## config.mk

```make
export PLATFORM = sky130hd
export DESIGN_NAME = cycle_sequencer
export DESIGN_NICKNAME = d
export VERILOG_FILES = /design/src/rtl/cycle_sequencer_pkg.sv /design/src/rtl/cycle_sequencer.sv
export SDC_FILE = /design/constraint.sdc
export NUM_CORES = 1
export LEC_CHECK = 0
export BUFFER_PORTS_ARGS = -buffer_cell sky130_fd_sc_hd__buf_2
export CORE_MARGIN = 3
export CORE_UTILIZATION = 50
export CTS_CLUSTER_SIZE = 30
export DETAILED_ROUTE_END_ITERATION = 12
export GPL_TIMING_DRIVEN = 0
export PLACE_DENSITY = 0.9
export SLEW_MARGIN = 20
export SYNTH_ARGS = -nofsm -noshare
export SYNTH_HDL_FRONTEND = slang
export SYNTH_SLANG_ARGS = --single-unit
```

## constraint.sdc

```tcl
create_clock -name i_clk -period 2.78 [get_ports i_clk]
set_input_delay 0.417 -clock i_clk [delete_from_list [all_inputs] [get_ports i_clk]]
set_output_delay 0.417 -clock i_clk [all_outputs]
set_load 0.01 [all_outputs]
```

## src/rtl/cycle_sequencer_pkg.sv

```systemverilog
// Shared CPU definitions: T-state encoding used by the opcode decoder and the
// cycle sequencer, plus the address-source select codes.
package cycle_sequencer_pkg;

  typedef enum logic [5:0] {
    T0_FETCH  = 6'd0,
    T1_DECODE = 6'd1,
    T2_ZPG    = 6'd2,
    T2_ZPGXY  = 6'd3,
    T3_ZPGXY  = 6'd4,
    T2_ABS    = 6'd5,
    T3_ABS    = 6'd6,
    T2_ABSXY  = 6'd7,
    T3_ABSXY  = 6'd8,
    T4_ABSXY  = 6'd9,
    T2_PUSH   = 6'd10,
    T2_POP    = 6'd11,
    T3_POP    = 6'd12,
    T_RMW1    = 6'd13,
    T_RMW2    = 6'd14,
    T2_BRK    = 6'd16,
    T2_JSR    = 6'd17,
    T2_RTI    = 6'd18,
    T2_RTS    = 6'd19,
    T2_XIND   = 6'd20,
    T2_INDY   = 6'd21,
    T2_BRANCH = 6'd22,
    T2_JUMP   = 6'd23,
    T_JAM     = 6'd63
  } t_state_e;

  typedef enum logic [2:0] {
    ADDR_PC      = 3'd0,
    ADDR_ZP      = 3'd1,
    ADDR_ZP_IDX  = 3'd2,
    ADDR_ABS     = 3'd3,
    ADDR_ABS_IDX = 3'd4,
    ADDR_ABS_FIX = 3'd5,
    ADDR_STACK   = 3'd6
  } addr_sel_e;

  // Result of the final memory access of an addressing mode.
  typedef struct packed {
    logic     we;
    logic     last;
    t_state_e next;
  } data_cycle_t;

endpackage

```

## src/rtl/cycle_sequencer.sv

```systemverilog
// 6502-style T-state sequencer: registered state, combinational bus strobes,
// with RDY stalling of read cycles and a halt state left only by reset.
module cycle_sequencer
  import cycle_sequencer_pkg::*;
(
  input  logic       i_clk,
  input  logic       i_rst_n,
  input  logic       i_rdy,
  input  logic [5:0] i_initial_state,
  input  logic       i_single_byte,
  input  logic       i_mem_read,
  input  logic       i_mem_write,
  input  logic       i_page_cross,
  output logic [5:0] o_state,
  output logic       o_sync,
  output logic       o_ir_load,
  output logic       o_pc_inc,
  output logic [2:0] o_addr_sel,
  output logic       o_we,
  output logic       o_sp_inc,
  output logic       o_sp_dec,
  output logic       o_last,
  output logic       o_jam
);

  t_state_e    state_q, state_d;
  addr_sel_e   addr_sel;
  addr_sel_e   rmw_addr_q;
  data_cycle_t dc;

  // Final access of a memory-operand instruction: plain read, plain write,
  // or the read half of a read-modify-write.
  function automatic data_cycle_t data_cycle(input logic rd, input logic wr);
    data_cycle_t r;
    r.we   = wr && !rd;
    r.last = !(rd && wr);
    r.next = (rd && wr) ? T_RMW1 : T0_FETCH;
    return r;
  endfunction

  // Only addressing modes this sequencer implements are accepted; the rest halt.
  function automatic t_state_e entry_state(input logic [5:0] code);
    t_state_e s;
    case (code)
      T0_FETCH, T2_ZPG, T2_ZPGXY, T2_ABS, T2_ABSXY, T2_PUSH, T2_POP:
        s = t_state_e'(code);
      default:
        s = T_JAM;
    endcase
    return s;
  endfunction

  always_comb begin
    // NOTE: every output gets a default before the case so no path can infer a latch.
    state_d   = state_q;
    o_sync    = 1'b0;
    o_ir_load = 1'b0;
    o_pc_inc  = 1'b0;
    addr_sel  = ADDR_PC;
    o_we      = 1'b0;
    o_sp_inc  = 1'b0;
    o_sp_dec  = 1'b0;
    o_last    = 1'b0;
    o_jam     = 1'b0;
    dc        = data_cycle(i_mem_read, i_mem_write);

    case (state_q)
      T0_FETCH: begin
        o_sync    = 1'b1;
        o_ir_load = 1'b1;
        o_pc_inc  = 1'b1;
        state_d   = T1_DECODE;
      end
      T1_DECODE: begin
        o_pc_inc = !i_single_byte;
        state_d  = entry_state(i_initial_state);
        o_last   = (state_d == T0_FETCH);
      end
      T2_ZPG: begin
        addr_sel = ADDR_ZP;
        o_we     = dc.we;
        o_last   = dc.last;
        state_d  = dc.next;
      end
      T2_ZPGXY: begin
        addr_sel = ADDR_ZP;
        state_d  = T3_ZPGXY;
      end
      T3_ZPGXY: begin
        addr_sel = ADDR_ZP_IDX;
        o_we     = dc.we;
        o_last   = dc.last;
        state_d  = dc.next;
      end
      T2_ABS: begin
        o_pc_inc = 1'b1;
        state_d  = T3_ABS;
      end
      T3_ABS: begin
        addr_sel = ADDR_ABS;
        o_we     = dc.we;
        o_last   = dc.last;
        state_d  = dc.next;
      end
      T2_ABSXY: begin
        o_pc_inc = 1'b1;
        state_d  = T3_ABSXY;
      end
      T3_ABSXY: begin
        addr_sel = ADDR_ABS_IDX;
        // Only an uncarried read may use the not-yet-fixed address.
        if (i_mem_read && !i_mem_write && !i_page_cross) begin
          o_last  = dc.last;
          state_d = dc.next;
        end else begin
          state_d = T4_ABSXY;
        end
      end
      T4_ABSXY: begin
        addr_sel = ADDR_ABS_FIX;
        o_we     = dc.we;
        o_last   = dc.last;
        state_d  = dc.next;
      end
      T_RMW1: begin
        addr_sel = rmw_addr_q;
        o_we     = 1'b1;
        state_d  = T_RMW2;
      end
      T_RMW2: begin
        addr_sel = rmw_addr_q;
        o_we     = 1'b1;
        o_last   = 1'b1;
        state_d  = T0_FETCH;
      end
      T2_PUSH: begin
        addr_sel = ADDR_STACK;
        o_we     = 1'b1;
        o_sp_dec = 1'b1;
        o_last   = 1'b1;
        state_d  = T0_FETCH;
      end
      T2_POP: begin
        addr_sel = ADDR_STACK;
        o_sp_inc = 1'b1;
        state_d  = T3_POP;
      end
      T3_POP: begin
        addr_sel = ADDR_STACK;
        o_last   = 1'b1;
        state_d  = T0_FETCH;
      end
      default: begin
        o_jam   = 1'b1;
        state_d = T_JAM;
      end
    endcase

    // Reads wait for the bus; writes always complete.
    if (!i_rdy && !o_we) begin
      state_d   = state_q;
      o_pc_inc  = 1'b0;
      o_ir_load = 1'b0;
      o_sp_inc  = 1'b0;
      o_sp_dec  = 1'b0;
    end
  end

  always_ff @(posedge i_clk) begin
    // NOTE: non-blocking so every register samples the values from before the edge.
    if (!i_rst_n) begin
      state_q    <= T0_FETCH;
      rmw_addr_q <= ADDR_PC;
    end else begin
      state_q <= state_d;
      // Hold the operand address through both RMW write cycles.
      if (state_q != T_RMW1 && state_q != T_RMW2)
        rmw_addr_q <= addr_sel;
    end
  end

  assign o_state    = state_q;
  assign o_addr_sel = addr_sel;

endmodule

```

==> results of run 1 <==
==> worst register-to-register path: stages (launching register included) <==
cell      delay, ns
dfxtp_1        0.39
or2_1          0.24
buf_2          0.16
a21o_1         0.19
a311oi_2       0.31
o211ai_1       0.17
o221a_1        0.26
==> layer usage <==
layer / track usage [%] / wire length, um / up-vias
met3: 3.19 / 221 / 6
met1: 32.7 / 930 / 446
li1: - / - / 455
met5: 0 / 0 / -
met2: 43.0 / 1180 / 61
met4: 16.4 / 54 / 0
==> through the flow <==
stage	std cells	area [um^2]	utilization (%)	setup slack (ns)	hold WS [ns]
final	152	953	69.8	0.195	0.463
after global routing	152	953	69.8	0.0509	0.465
after CTS	152	946	69.2	0.170	0.455
after detailed placement	148	920	67.3	0.459	0.544
after global placement	148	920	67.3	0.497	0.536
after floorplan	104	756	-	0.759	0.539
==> worst max-delay path by stage <==
stage,start,endpoint,slack (ns),depth (start not counted)
floorplan,o_state[2]$_SDFFE_PN0N_,o_sp_inc,0.76,6
global placement,o_state[2]$_SDFFE_PN0N_,o_pc_inc,0.50,7
detailed placement,o_state[2]$_SDFFE_PN0N_,o_sp_inc,0.46,7
CTS,o_state[2]$_SDFFE_PN0N_,o_sp_inc,0.17,7
global route,o_state[2]$_SDFFE_PN0N_,o_sp_inc,0.05,7
finish,o_state[2]$_SDFFE_PN0N_,o_pc_inc,0.20,7
==> power breakdown <==
part	switching [mW]	internal, mW	leakage, nW	total [mW]
clock	0.0483	0.0555	0.0150	0.104
combinational	0.368	0.243	0.351	0.612
sequential	0.0518	0.167	0.0741	0.218
==> sequential cells by signal, indices dropped and copies added, names as in the netlist <==
signal,count
o_state,6
rmw_addr_q,3
==> placed cells by master, fill, tap and decap left out, types with 2 or more instances in the layout <==
master / count
nand3_1: 2
nor3b_1: 2
o21ai_1: 6
and2_1: 4
o221a_1: 2
nor3_1: 3
o21a_1: 2
nor2b_1: 2
clkbuf_1: 2
a21o_1: 3
a211oi_1: 2
a21oi_1: 14
inv_1: 2
nand3b_1: 2
nor2_1: 6
clkbuf_4: 3
nand2_1: 11
dfxtp_1: 9
a31oi_1: 4
buf_2: 34
and3_1: 2
==> logic make-up (layout without fill, tap and decap cells) <==
logic type / Yosys count / after routing / synth area share (%)
DFF: 9 / 9 / 23.8
AOI/OAI and AO/OA: 42 / 42 / 36.8
buffers and inverters: 9 / 42 / 5.30
xor gates and xnor gates: 1 / 1 / 1.16
and+or+nand+nor: 42 / 42 / 31.6
muxes: 1 / 1 / 1.32
==> layout make-up <==
type,count,share of cell area [%]
Multi-Input combinational cell,86,57.0
Sequential cell,9,18.9
Timing Repair Buffer,29,15.2
Buffer,6,3.02
Clock buffer,4,2.76
Tap cell,15,1.97
Inverter,3,1.18
==> run metrics, run 1 <==
Area Overhead vs Synth 26.2%; clk_lat worst skew 0.26 ns; number of synthesized flops with an enable pin 0; CTS tree yes; Initial Util 55.3%; initial antenna violation count 0; FF/Latch Area 180 um^2; Total GRT Usage 26.3%; run status finished clean; PortBufs 29; CTS sink count 9; final setup violation count 0; I/O pin count 30; Largest delay share family, worst path buffers and inverters; fillers 120; critical path cell sequence or2_1 > buf_2 > a21oi_1 > o32ai_2 > buf_2 > nor4b_2 > buf_2; cts bufs inserted 3; crit-path most repeated cell buf_2; Worst Max-Slew Pin Slew 0.464 ns; top cells by area, synth dfxtp_1 (24%), a21oi_1 (9.3%), nand2_1 (5.5%); Hold Fails Final Rpt 0; Crit path arrival time 2.17 ns; FF-to-FF setup slack 0.95 ns; critical path type reg2out; multi-input logic area 543 um^2; WP data required 2.36 ns; share of post-route cells with drive strength above 1 31.4%; Routed WL 2390 um; syn nets 117; DIE WIDTH 44.9 um; Synth Area per Inst 7.27 um^2; hold worst-path end o_state[3]$_SDFFE_PN0N_; vias in the first global route 875; count of cell types in the netlist 40; Setup Buffers After CTS 0; Tcrit/Tclk final 93.0%; post-route antenna net violation count 0; Max-Slew Margin vs Limit 69.0%; WP buf/inv 3; most common cell in the netlist a21oi_1; Reg2Reg Capture Point o_state[0]$_SDFFE_PN0N_; hold path depth 2; router iterations before antenna repair 4; # DRC 0; DP HPWL 1810 um; num rows 13; worst hold-check path type in2reg; Leakage 0.440 nW; Avg WL per Cell 15.7 um; first-pass GRT wire length 3870 um; floorplan core area 1370 um^2; Worst Path Max Fanout 10; GR Overflow Total 0; number of diodes 0; Synth Flop Type dfxtp_1; Mapped Cells 104; HP Start i_rst_n; largest net degree at the start of global routing 11; CP Capture Type primary output; Synth area leader dfxtp_1; Final Wtd Congestion 0.912; RR Startpoint o_state[2]$_SDFFE_PN0N_; CTS root buf clkbuf_4; Synth top area share 23.8%; vias per cell 6.37; nets@finish 151; CTS Hold Bufs 0; Post-synth top cells a21oi_1 (14), nand2_1 (11), dfxtp_1 (9); TNS Setup 0 ns; Tot Pwr 0.934 mW; Crit-path slowest cell dfxtp_1; Worst Reg2Reg Path Length in Cells 6; routed vias 968; die height 44.9 um; Synth async-reset ratio 0%; CTS clk-pin slew, worst paths 0.06 ns; CP max stage delay 0.48 ns; post-cts gate resize count 0; H-tree levels 1; Slew Limit Fails 0; Pwr Density 979 nW/um^2; RSZ-0062 raised after global routing no; Worst Skew 0.000234 ns; clk buf depth 2; synth warn 0; Max Cap Viol 0; flops & latches, synth 9; Worst VDD drop 0.000596 V; die area 2010 um^2; post-layout min period 2.58 ns; post-synthesis sequential area ratio 23.8%; Achievable Freq 387 MHz; startpoint types flip-flop; Starting DRT DRC Count 36; Post-Synthesis Cell Area 756 um^2
Power figures use the tool's default switching activity.
==> run 2: changes to the inputs <==
--- a/config.mk
+++ b/config.mk
@@ -7,11 +7,12 @@
 export LEC_CHECK = 0
 export BUFFER_PORTS_ARGS = -buffer_cell sky130_fd_sc_hd__buf_2
 export CORE_MARGIN = 3
-export CORE_UTILIZATION = 50
+export CORE_UTILIZATION = 42
 export CTS_CLUSTER_SIZE = 30
 export DETAILED_ROUTE_END_ITERATION = 12
 export GPL_TIMING_DRIVEN = 0
-export PLACE_DENSITY = 0.9
+export PLACE_DENSITY = 0.81
+export SKIP_LAST_GASP = 1
 export SLEW_MARGIN = 20
 export SYNTH_ARGS = -nofsm -noshare
 export SYNTH_HDL_FRONTEND = slang
==> constraint.sdc (replaced) <==
create_clock -name i_clk -period 2.3 [get_ports i_clk]
set_input_delay 0.345 -clock i_clk [delete_from_list [all_inputs] [get_ports i_clk]]
set_output_delay 0.345 -clock i_clk [all_outputs]
set_load 0.01 [all_outputs]
==> run metrics, run 2 (synthesis gave the netlist of run 1 again) <==
RSZ-0062 raised after global routing no; die area 2340 um^2; vias per cell 5.92; Total GRT Usage 20.9%; CTS Hold Bufs 0; Worst VDD drop 0.000716 V; run status finished clean; clk_lat worst skew 0.26 ns; Crit path arrival time 1.82 ns; floorplan core area 1590 um^2; commonest cells after routing, fill and taps aside buf_2 (32), a21oi_1 (13), nand2_1 (11), buf_4 (11); critical path type reg2out; GR Overflow Total 0; initial antenna violation count 0; CP max stage delay 0.37 ns; Worst Reg2Reg Path Length in Cells 6; die height 48.4 um; Final Wtd Congestion 0.908; share of post-route cells with drive strength above 1 41.1%; nets@finish 160; routed vias 1007; final setup violation count 0; Worst Path Max Fanout 10; commonest non-fill, non-tap cell in the layout buf_2; WP data required 1.96 ns; Crit-path slowest cell dfxtp_4; critical path cell sequence buf_2 > a21oi_1 > o32ai_4 > buf_4 > nor3b_2 > buf_2; number of diodes 0; clk buf depth 2; Pwr Density 1210 nW/um^2; Worst Max-Slew Pin Slew 0.443 ns; Starting DRT DRC Count 63; TNS Setup 0 ns; # DRC 0; router iterations before antenna repair 4; CTS root buf clkbuf_4; DP HPWL 1750 um; first-pass GRT wire length 3970 um; Worst Skew 0.00215 ns; DIE WIDTH 48.4 um; post-layout min period 2.16 ns; num rows 14; FF-to-FF setup slack 0.46 ns; CTS clk-pin slew, worst paths 0.06 ns; Hold Fails Final Rpt 0; Routed WL 2620 um; CTS tree yes; startpoint types flip-flop; vias in the first global route 923; Tcrit/Tclk final 94.0%; largest net degree at the start of global routing 11; cts bufs inserted 3; PortBufs 29; post-route antenna net violation count 0; hold path depth 2; CP Capture Type primary output; Slew Limit Fails 0; post-layout utilization of the core 68.4%; Avg WL per Cell 15.4 um; Leakage 0.496 nW; I/O pin count 30; Achievable Freq 463 MHz; H-tree levels 1; crit-path most repeated cell buf_2; worst hold-check path type in2reg; Initial Util 47.4%; Max Cap Viol 0; max reg flops 6; CTS sink count 9; Area Overhead vs Synth 44.4%; Max-Slew Margin vs Limit 70.5%
-- run 2: changes by cell type in the layout (fill, tap and decap cells not counted), moves of 2 or more --
| cell | delta |
|---|---|
| dfxtp_4 | +3 |
| dfxtp_1 | -4 |
| buf_4 | +11 |
| buf_2 | -2 |
-- run 2: through the flow --
step | total power [mW] | hold WS, ns | area (um^2) | worst slack, ns | cells
2_1_floorplan | 0.752 | 0.467 | 756 | 0.351 | 104
3_3_place_gp | 0.963 | 0.525 | 931 | 0.101 | 157
3_5_place_dp | 0.981 | 0.531 | 931 | 0.0168 | 157
4_1_cts | 1.14 | 0.387 | 986 | 0.00359 | 163
5_1_grt | 1.41 | 0.395 | 1090 | 0.0315 | 170
6_report | 1.32 | 0.385 | 1090 | 0.139 | 170
-- run 2: repair_timing --
action | in CTS | in global routing
buffers inserted | 2 | 7
endpoints found under the setup margin | 3 | 3
pin swaps | 0 | 3
resized for setup | 5 | 12
-- run 2: routing by layer --
metal	GRT usage (%)	part of all wire [%]	wire (um)
met1	24.7	37	961
met2	36.0	50	1320
met3	3.37	8.6	224
met4	10.9	4.4	116
met5	0	0	0
-- run 2: area by class of cell --
type,count,area (um^2)
plain buffers,6,33.8
clock buffers,4,26.3
fillers,137,503
inverters,3,11.3
multi-input cells,86,584
flip-flops and latches,9,193
well taps,24,30.0
repair buffers,38,213
-- run 2: where the power goes --
| group | leakage [nW] | total (mW) | switching [mW] | internal (mW) |
|---|---|---|---|---|
| clock network | 0.0150 | 0.126 | 0.0593 | 0.0671 |
| registers | 0.0763 | 0.274 | 0.0606 | 0.213 |
| logic | 0.405 | 0.919 | 0.516 | 0.403 |
| total | 0.496 | 1.32 | 0.636 | 0.683 |
-- run 2: final timing paths --
kind                                 from                         end
setup / recovery  o_state[3]$_SDFFE_PN0N_                    o_sp_inc
hold / removal                    i_rst_n  rmw_addr_q[0]$_SDFFE_PN0P_
setup reg to reg  o_state[1]$_SDFFE_PN0N_     o_state[0]$_SDFFE_PN0N_
hold reg to reg   o_state[5]$_SDFFE_PN0N_     o_state[5]$_SDFFE_PN0N_
-- run 2: worst max-delay path: cells and delay by family (launching register included) --
kind                   cells  cell delay, ns
AND/OR/NAND/NOR            1            0.15
AO/OA/AOI/OAI              2            0.50
flip-flops                 1            0.37
buffers and inverters      3            0.51
